File: config.mk
export PLATFORM = sky130hd
export DESIGN_NAME = irq_ctrl
export DESIGN_NICKNAME = d
export VERILOG_FILES = /design/src/rtl/irq_ctrl.sv
export SDC_FILE = /design/constraint.sdc
export NUM_CORES = 1
export LEC_CHECK = 0
export CAP_MARGIN = 20
export CELL_PAD_IN_SITES_DETAIL_PLACEMENT = 0
export CELL_PAD_IN_SITES_GLOBAL_PLACEMENT = 1
export CORE_UTILIZATION = 32
export CTS_CLUSTER_SIZE = 12
export DETAILED_ROUTE_END_ITERATION = 10
export PLACE_DENSITY = 0.73
export SETUP_SLACK_MARGIN = 0.02
export SLEW_MARGIN = 40
export SYNTH_ARGS = -nofsm -noshare
export SYNTH_HDL_FRONTEND = slang
export SYNTH_SLANG_ARGS = --single-unit
File: constraint.sdc
create_clock -name clk -period 1.2 [get_ports clk]
set_input_delay 0.18 -clock clk [delete_from_list [all_inputs] [get_ports clk]]
set_output_delay 0.18 -clock clk [all_outputs]
set_load 0.005 [all_outputs]
File: src/rtl/irq_ctrl.sv
`timescale 1ns/1ps
`default_nettype none
// +--------------------------------------------------------------------------+
// | irq_ctrl : 8-bit bus interrupt controller (mask, edge/level, vector, ack) |
// | Optional IRQC_SYNC_EN: 2-flop synchroniser on every src input.           |
// | Revision: 1.0                                                            |
// +--------------------------------------------------------------------------+
module irq_ctrl #(
   parameter logic [7:0] BASE_ADDR = 8'h94,
   parameter logic [7:0] LAST_ADDR = 8'h97,
   parameter int         NUM_SRC   = 4
) (
   input  logic               clk,
   input  logic               reset,
   input  logic [7:0]         addr,
   input  logic [7:0]         dout,
   output logic [7:0]         din,
   input  logic               wr_en,
   input  logic               rd_en,
   input  logic [NUM_SRC-1:0] src,
   output logic               irq
);

   localparam logic [1:0] c_off_pend   = 2'd0;
   localparam logic [1:0] c_off_mask   = 2'd1;
   localparam logic [1:0] c_off_mode   = 2'd2;
   localparam logic [1:0] c_off_vector = 2'd3;

   logic [NUM_SRC-1:0] pend_q, pend_d;
   logic [NUM_SRC-1:0] mask_q, mask_d;
   logic [NUM_SRC-1:0] mode_q, mode_d;
   logic [NUM_SRC-1:0] src_d_q, src_d_d;
   logic               irq_q, irq_d;

   logic [NUM_SRC-1:0] w_s;
   logic [NUM_SRC-1:0] w_set;
   logic [NUM_SRC-1:0] w_clr;
   logic [NUM_SRC-1:0] w_active;
   logic               w_sel;
   logic [1:0]         w_off;
   logic [2:0]         w_idx;
   logic               w_unused;

   assign w_sel    = (addr >= BASE_ADDR) && (addr <= LAST_ADDR);
   // The window is exactly four bytes, so the low two bits give the offset.
   assign w_off    = addr[1:0] - BASE_ADDR[1:0];
   assign w_unused = ^dout;

`ifdef IRQC_SYNC_EN
   logic [NUM_SRC-1:0] sync1_q, sync1_d;
   logic [NUM_SRC-1:0] sync2_q, sync2_d;

   always_comb begin
      sync1_d = src;
      sync2_d = sync1_q;
   end

   always_ff @(posedge clk or posedge reset) begin
      if (reset) begin
         sync1_q <= '0;
         sync2_q <= '0;
      end else begin
         sync1_q <= sync1_d;
         sync2_q <= sync2_d;
      end
   end

   assign w_s = sync2_q;
`else
   assign w_s = src;
`endif

   always_comb begin
      // Edge-mode bits need a 0->1 transition; level-mode bits set whenever high.
      w_set   = w_s & (~mode_q | ~src_d_q);
      w_clr   = '0;
      mask_d  = mask_q;
      mode_d  = mode_q;
      src_d_d = w_s;
      if (wr_en && w_sel) begin
         case (w_off)
            c_off_pend: w_clr  = dout[NUM_SRC-1:0];
            c_off_mask: mask_d = dout[NUM_SRC-1:0];
            c_off_mode: mode_d = dout[NUM_SRC-1:0];
            default: begin
               for (int i = 0; i < NUM_SRC; i++) begin
                  w_clr[i] = (dout[2:0] == 3'(i));
               end
            end
         endcase
      end
      pend_d   = (pend_q & ~w_clr) | w_set;
      w_active = pend_q & mask_q;
      irq_d    = |w_active;
   end

   always_comb begin
      w_idx = '0;
      for (int i = NUM_SRC - 1; i >= 0; i--) begin
         if (w_active[i]) begin
            w_idx = 3'(i);
         end
      end
   end

   always_ff @(posedge clk or posedge reset) begin
      if (reset) begin
         pend_q  <= '0;
         mask_q  <= '0;
         mode_q  <= '0;
         src_d_q <= '0;
         irq_q   <= 1'b0;
      end else begin
         pend_q  <= pend_d;
         mask_q  <= mask_d;
         mode_q  <= mode_d;
         src_d_q <= src_d_d;
         irq_q   <= irq_d;
      end
   end

   always_comb begin
      din = 8'h00;
      if (rd_en && w_sel) begin
         case (w_off)
            c_off_pend:   din = 8'(pend_q);
            c_off_mask:   din = 8'(mask_q);
            c_off_mode:   din = 8'(mode_q);
            c_off_vector: din = irq_d ? {1'b1, 4'b0000, w_idx} : 8'h00;
            default:      din = 8'h00;
         endcase
      end
   end

   assign irq = irq_q;

endmodule
`default_nettype wire

==> flow_results.org, run 1 <==
** Synthesis
- For this run, the number of Yosys warnings is 0.
- The synthesized netlist contains 29 unique library cells.
- Synth Flop Type :: dfrtp_1
- EDFF count, synth :: 0
- Of the synthesized area, sequential elements account for 46.0%.
- Averaged over all synthesized cells, the footprint is 10.1 um^2.
- After synthesis, the share of flip-flops with an asynchronous set or reset is 100%.
- #FFs+latches synth :: 17
- Synthesized area :: 925 um^2
- Synthesis produced a netlist whose cell count is 92.

** Critical path
- Walking the worst path, the cells encountered are buf_6 > a32o_2 > a32oi_2 > nor3_2 > buf_2.
- At the worst endpoint, the required time is 1.02 ns.
- Together, buffers and inverters on the worst path number 2.
- The worst setup path is captured at an output port.
- Kind of start point of the critical path :: flip-flop
- On the critical path, the stage with the largest delay is an instance of dfrtp_1.
- Data arrival time at the worst-slack endpoint :: 1.49 ns
- Broken down by cell family, the worst path's largest delay share belongs to compound AO/OA/AOI/OAI gates.
- The critical path is of the reg -> out type.
- CP Max Fanout :: 2
- For this run, the slowest stage of the critical path takes 0.41 ns.

** GRT
- The initial antenna violation count was 0.
- Overflow after GRT :: 0
- The number of global-route vias before repair came to 922.
- The first global-routing pass estimated 4.14 mm of wire.
- Global routing used 17.7% of the available tracks across all layers.
- Pin count of the biggest net entering global routing :: 18

** STA
- Setup violations remaining at the end of the flow were counted as 13.
- Unrepaired setup endpoints after global routing :: true
- Final Skew :: 0.00711 ns
- Fin worst setup slack :: -0.471 ns
- For the finished layout, the period the worst path requires is 1.67 ns.
- Endpoints failing hold :: 0
- Max-slew violations :: 0
- Maximum clock rate :: 598 MHz
- The final critical path takes up 139% of the cycle.

** Clock network
- TritonCTS built the clock tree.
- Clock tree synthesis selected as its root buffer the cell clkbuf_4.
- The number of clock buffers added by TritonCTS is 3.
- The clock passes through at most 2 buffers.
- Clock-pin slew was measured on the worst setup and hold paths at 0.11 ns.
- The later pin in the worst-skew pair is clocked with a latency of 0.29 ns.
- The tree built by TritonCTS fans out to 17 sinks.
- In this run the number of H-tree levels came out at 1.

** Floorplan
- The total area inside the core boundary comes to 2760 um^2.
- Measured along the x axis, the die boundary spans 55.8 um.
- Standard-cell rows :: 19
- The die covers 3110 um^2.
- In this run the count of I/O pins placed on the die edge is 33.
- Starting Density :: 33.5%
- Die height :: 55.8 um

** Hold path
- The worst hold path belongs to the class in -> async.

** Drt
- Average wire per standard cell :: 13.8 um
- WL final :: 2.63 mm
- The first detailed-routing pass ran for 4 iterations.
- Using the TritonRoute via totals, the vias-per-cell ratio works out to 4.76.
- The routed layout has 904 vias.
- Once detail routing completed, the nets flagged for antenna violations numbered 0.
- The first routing iteration left 16 violations.
- After detailed routing, the number of remaining DRC violations is 0.

** Pwr
- Leakage power total :: 0.770 nW
- Max VDD drop :: 0.000585 V
- Total power divided by cell area :: 770 nW/um^2
- Final Total Pwr :: 0.00122 W

** Final layout
- In the final layout, the share of cells above drive strength 1 is 46.5%.
- Cells fill 57.6% of the core in the end.
- 0 antenna diodes ended up in the layout.
- Area Growth Syn to Fin :: 71.9%
- For this run, the post-layout net count is 184.

** Outcome
- Violated checks :: setup timing
- The run finished, with violations left.

** Placement
- Post-detailed-placement half-perimeter wirelength :: 1.82 mm
- I/O Buffers :: 25
- Routability-driven placement finished with a final weighted congestion of 0.827.

** Flow run
- Across the run, the number of max-cap violations was 0.
power breakdown:
group	internal [W]	leakage (nW)	total [W]	switching [W]
clock	0.000124	0.0177	0.000315	0.000191
combinational	0.000183	0.548	0.000298	0.000115
sequential	0.000598	0.205	0.000610	0.0000125
state kept, by name (all words and copies together) (netlist names):
| name | flops |
|---|---|
| mask_q | 4 |
| mode_q | 4 |
| pend_q | 4 |
| src_d_q | 4 |
| irq | 1 |
Yosys cell counts (2+ instances only):
| cell | instances | area [um^2] |
|---|---|---|
| a21oi_1 | 6 | 30.0 |
| a22oi_1 | 2 | 15.0 |
| a32oi_1 | 2 | 17.5 |
| and4b_1 | 2 | 20.0 |
| buf_4 | 3 | 22.5 |
| dfrtp_1 | 17 | 425 |
| inv_1 | 3 | 11.3 |
| mux2_1 | 2 | 22.5 |
| mux2_2 | 6 | 67.6 |
| mux2i_1 | 3 | 30.0 |
| nand2_1 | 15 | 56.3 |
| nand2b_1 | 2 | 12.5 |
| nor2_1 | 6 | 22.5 |
| nor3_1 | 4 | 20.0 |
| o21ai_0 | 5 | 25.0 |
kinds of logic after synthesis:
group                  synth area share, %
muxes                                 13.0
buffers and inverters                 4.46
DFF                                   46.0
other                                0.406
AOI/OAI and AO/OA                     11.5
and+or+nand+nor                       24.6
stage by stage:
stage | instances | worst slack [ns] | area [um^2] | hold WS, ns | setup TNS (ns)
2_1_floorplan | 94 | -0.154 | 937 | 0.106 | -1.17
4_1_cts | 187 | -0.473 | 1540 | 0.184 | -2.63
3_3_place_gp | 173 | -0.806 | 1410 | 0.486 | -11.11
5_1_grt | 190 | -0.532 | 1590 | 0.225 | -3.24
6_report | 190 | -0.471 | 1590 | 0.176 | -2.43
3_5_place_dp | 173 | -0.874 | 1410 | 0.492 | -11.66
cells in the final DEF, fill, tap and decap left out, types with 2 or more instances in the layout:
cell             Yosys  final
o21ai_0              5      3
inv_1                3      3
buf_2                0      7
nand2b_1             2      2
conb_1               1      3
nor3_1               4      2
nor3_2               0      2
nor2_1               6      5
and4b_1              2      2
clkdlybuf4s50_1      0     10
mux2i_1              3      3
a21oi_1              6      5
buf_6                0     10
dlygate4sd2_1        0      6
clkbuf_4             0      3
mux2_4               0      8
buf_4                3     33
dfrtp_1             17     17
o21ai_1              0      2
nand2_1             15     15
layout make-up:
cell class                      count  area, um^2
Timing Repair Buffer               66         548
Clock buffer                        3        22.5
Fill cell                         257        1170
Multi-Input combinational cell     69         538
Clock inverter                      1        5.00
Tap cell                           31        38.8
Sequential cell                    17         425
Inverter                            3        11.3
worst reg2reg max path, stage by stage, from the launching register on:
cell and delay (ns):
dfrtp_1 0.44, a22oi_2 0.20, buf_4 0.14, nand3_2 0.06
buf_4 0.14, buf_4 0.11
layer usage:
metal  vias to the layer above  global-route usage [%]  part of all wire [%]
li1                        454                       -                     -
met2                        23                    30.8                    52
met1                       425                    21.7                    43
met5                         -                       0                     0
met4                         0                    6.43                   1.1
met3                         2                    3.49                   3.5
worst paths after layout:
check                            from          to  slack, ns  cells past startpoint
max                         mask_q[3]      din[0]      -0.47                      5
min                             reset   pend_q[1]       0.18                      3
max reg2reg                 pend_q[3]         irq       0.02                      5
min reg2reg                src_d_q[1]   pend_q[1]       0.49                      3
max in group asynchronous       reset   mode_q[3]       0.83                      3
min in group clk               src[1]  src_d_q[1]       0.35                      1
timing repair:
| action | 4_1_cts | 5_1_grt |
|---|---|---|
| setup endpoints to repair | 18 | 14 |
| buffers inserted | 10 | 4 |
| gates resized for setup | 61 | 7 |
| pin swaps | 10 | 8 |
| hold buffers | 0 | 0 |
Note: power is estimated with default switching activity, not from simulation.
==> inputs of run 2 (changes only) <==
Settings changed: ABC_AREA set to 1, CORE_UTILIZATION 32 to 31, PLACE_DENSITY 0.73 to 0.74.
==> run 2 against run 1 <==
Compared with the run above:
- the run still ends with setup timing left
- cell area down 1.7%
- count of clock-buffer cells in the layout unchanged
- hold slack better by 0.0095 ns
- via count up 19%
- combinational power down 10%
- cell count up 29%
- sequential share of layout area up 0.45 points
- sequential cell count unchanged
- utilization down 6.4 points
- power down 3.1%
- largest power group unchanged
==> flow_results.org, run 2 <==
** Critical path
- Critical path buffer and inverter count :: 2
- On the critical path, the stage with the largest delay is an instance of dfrtp_1.
- For this run, the slowest stage of the critical path takes 0.41 ns.
- Data arrival time at the worst-slack endpoint :: 1.29 ns
- Required time at the endpoint of the critical path :: 1.02 ns
- CP Max Fanout :: 3
- Cell class contributing the biggest share of worst-path delay :: flip-flops
- The critical path starts at mask_q[0].
- STA classifies the critical path startpoint as a flip-flop.
- In this run the critical register-to-register path is launched from mask_q[0].
- Cell-by-cell trace of the critical path :: buf_4 > a21oi_1 > a21oi_2 > nor2_1 > buf_2
- Capturing element type of the critical path :: output port
- Setup CP Type :: reg -> out

** GRT
- The first global-routing pass estimated 4.45 mm of wire.
- Entering global routing, the biggest net connects 18 pins.
- The number of global-route vias before repair came to 1092.
- Global routing consumed, over all layers together, 17.1% of the routing resources.
- The initial antenna violation count was 0.
- Overflow after GRT :: 0

** Synthesis
- List of most frequent post-synthesis cells :: 66 x nand2_1, 17 x dfrtp_1, 16 x nand3_1
- Of the total synthesized cell area, the portion taken by XOR and XNOR cells is 0%.
- Summing the areas of all and, or, nand and nor instances in the mapped netlist gives 46.2% of the synthesized area.
- Asr flop ratio synth :: 100%
- Cell with the most instances after synthesis :: nand2_1
- The synthesized netlist devotes 2.76% of its cell area to compound gates.
- Total of warnings raised by yosys :: 0
- After synthesis the netlist holds a flip-flop and latch count of 17.
- Proportion of synthesized area in mux cells :: 0%
- Post-Synthesis Cells :: 141
- EDFF count, synth :: 0
- dfrtp_1 takes more of the synthesized area than any other cell.
- Fraction of synthesized cell area taken by the top area cell type :: 42.7%
- Synthesized area :: 996 um^2
- The synthesized netlist contains 18 unique library cells.
- Synth Flop Type :: dfrtp_1
- After synthesis, the mean cell area works out to 7.06 um^2.
- Cell types occupying the most area after synthesis :: dfrtp_1 43%, nand2_1 25%, nand3_1 8.0%
- After synthesis, the largest family of logic cells by area is simple AND/OR/NAND/NOR gates.
- Sequential cell area fraction in the yosys report :: 42.7%
- The synthesized netlist devotes 0% of its cell area to adder and majority cells.

** Placement
- Post-detailed-placement half-perimeter wirelength :: 2.01 mm
- Cell count after placement :: 233
- Routability-driven placement finished with a final weighted congestion of 0.809.
- Once placement finished, the instance area stood at 1460 um^2.
- I/O Buffers :: 25
- Place WS :: -0.722 ns

** STA
- Based on the critical path, the design can be clocked at up to 682 MHz.
- Endpoints failing hold :: 0
- Summed over all failing endpoints, the final setup total negative slack is -0.865 ns.
- Setup violations remaining at the end of the flow were counted as 5.
- Final Skew :: 0.00551 ns
- Final hold analysis gives a worst-case slack of 0.185 ns.
- Final Cycle Share :: 122%
- Fin worst setup slack :: -0.267 ns
- Time the worst path needs with I/O delays and setup :: 1.47 ns
- The final max-slew violation count came to 0.
- Setup repair after global routing could not meet its margin everywhere.

** Pwr
- Total net switching power :: 0.000324 W
- In this run switching power makes up 27.3% of total power.
- In this run the static leakage power is 0.829 nW.
- Max VDD drop :: 0.000657 V
- Seq pwr share :: 51.5%
- Total power divided by cell area :: 758 nW/um^2
- Clk pwr share :: 25.9%
- Internal :: 0.000861 W
- Logic pwr share :: 22.6%

** Drt
- WL final :: 2.66 mm
- First-pass DRT Iterations :: 3
- Total number of vias :: 1072
- The count of nets left with antenna violations once routing finished came out at 0.
- In the routed design, unresolved DRC markers number 0.
- After detailed routing, the number of vias per cell comes to 4.36.
- In this run, the number of DRC markers left after iteration 0 of detailed routing was 34.
- Dividing the detail-routed wire length by the instance count gives 10.8 um.

** Floorplan
- In this run the vertical extent of the chip is 58.7 um.
- The floorplan step defined a die boundary enclosing 3440 um^2.
- Once the floorplan was initialized, standard cells occupied 32.6% of the core.
- Boundary Pins :: 33
- In this run the core area contains 20 standard-cell rows.
- Die Width :: 58.7 um
- Area of the core region :: 3050 um^2

** Final layout
- Excluding fillers, the count of instances in the completed layout stands at 246.
- Post-Layout Inst Area :: 1560 um^2
- Filler cell count in the final layout :: 313
- Compared with the post-synthesis result, the final layout area differs by 56.9%.
- The library cell used most frequently in the layout, excluding fill and tap cells, is nand2_1.
- Leaving out fill and tap cells, the most frequent cells in the layout are 58 x nand2_1, 32 x buf_4, 17 x dfrtp_1.
- Layout cells sized above 1 :: 32.2%
- In the final design database the tool counted 227 nets.
- 0 antenna diodes ended up in the layout.

** Clock network
- Number of buffers inserted during clock tree synthesis :: 3
- Worst skew pair latency :: 0.29 ns
- Maximum level of the CTS H-tree :: 1
- No sink is reached through more buffers than the 2 on the longest clock path.
- CTS tree :: done
- The tree is rooted in a clkbuf_4.
- Clock-pin slew was measured on the worst setup and hold paths at 0.10 ns.
- Number of clock sinks seen by CTS :: 17

** Flow run
- Number of maximum-capacitance constraint violations :: 0

** Outcome
- Result of the run :: complete, but fails checks
- Violated checks :: setup timing

** Hold path
- Worst hold path type :: in -> async
-- run 2: power by group through the flow --
| stage | clock network (W) | registers, W | logic [W] |
|---|---|---|---|
| after floorplan | 0 | 0.000621 | 0.000101 |
| final | 0.000307 | 0.000610 | 0.000268 |
| after detailed placement | 0 | 0.000621 | 0.000256 |
| after CTS | 0.000319 | 0.000611 | 0.000257 |
| after global placement | 0 | 0.000620 | 0.000253 |
| after global routing | 0.000336 | 0.000613 | 0.000299 |
-- run 2: final timing paths --
kind / slack, ns / end / cells past startpoint
max in group asynchronous: 0.83 / mask_q[1] / 3
min: 0.19 / mask_q[3] / 3
min in group clk: 0.35 / src_d_q[1] / 1
max reg2reg: 0.31 / mask_q[0] / 4
max: -0.27 / din[0] / 5
min reg2reg: 0.50 / pend_q[2] / 3
-- run 2: cell families (layout without fill, tap and decap cells) --
logic type	after synthesis	in the layout
AOI/OAI and AO/OA	5	5
buffers and inverters	16	75
DFF	17	17
other	1	3
and+or+nand+nor	102	102
-- run 2: timing repair --
action,CTS,global route
buffers inserted,6,5
setup endpoints to repair,18,5
hold buffers,0,0
resized for setup,40,5
pin swaps,9,4
-- run 2: worst reg2reg max path, cell delays in order (launching register included) --
cell and delay, ns:
dfrtp_1 0.41, buf_4 0.15, buf_4 0.13, nand2_1 0.06, nand2_1 0.05
-- run 2: area by class of cell --
type / count / area [um^2] / area share [%]
Clock buffer: 3 / 22.5 / 1.44
Inverter: 12 / 45.0 / 2.88
Timing Repair Buffer: 59 / 477 / 30.5
Tap cell: 44 / 55.1 / 3.52
Clock inverter: 1 / 5.00 / 0.320
Sequential cell: 17 / 425 / 27.2
Multi-Input combinational cell: 110 / 533 / 34.1
-- run 2: metal layers --
metal  part of all wire (%)  vias to the layer above  GRT usage [%]
met4                    2.7                        0           7.48
met2                     48                       21           28.6
met1                     45                      486           21.8
met5                      0                        -              0
met3                    4.1                        8           2.86
li1                       -                      557              -
-- run 2: through the flow --
stage	utilization (%)	total power [W]
after floorplan	-	0.000721
after global placement	47.9	0.000873
after detailed placement	47.9	0.000877
after CTS	50.0	0.00119
after global routing	51.2	0.00125
final	51.2	0.00118
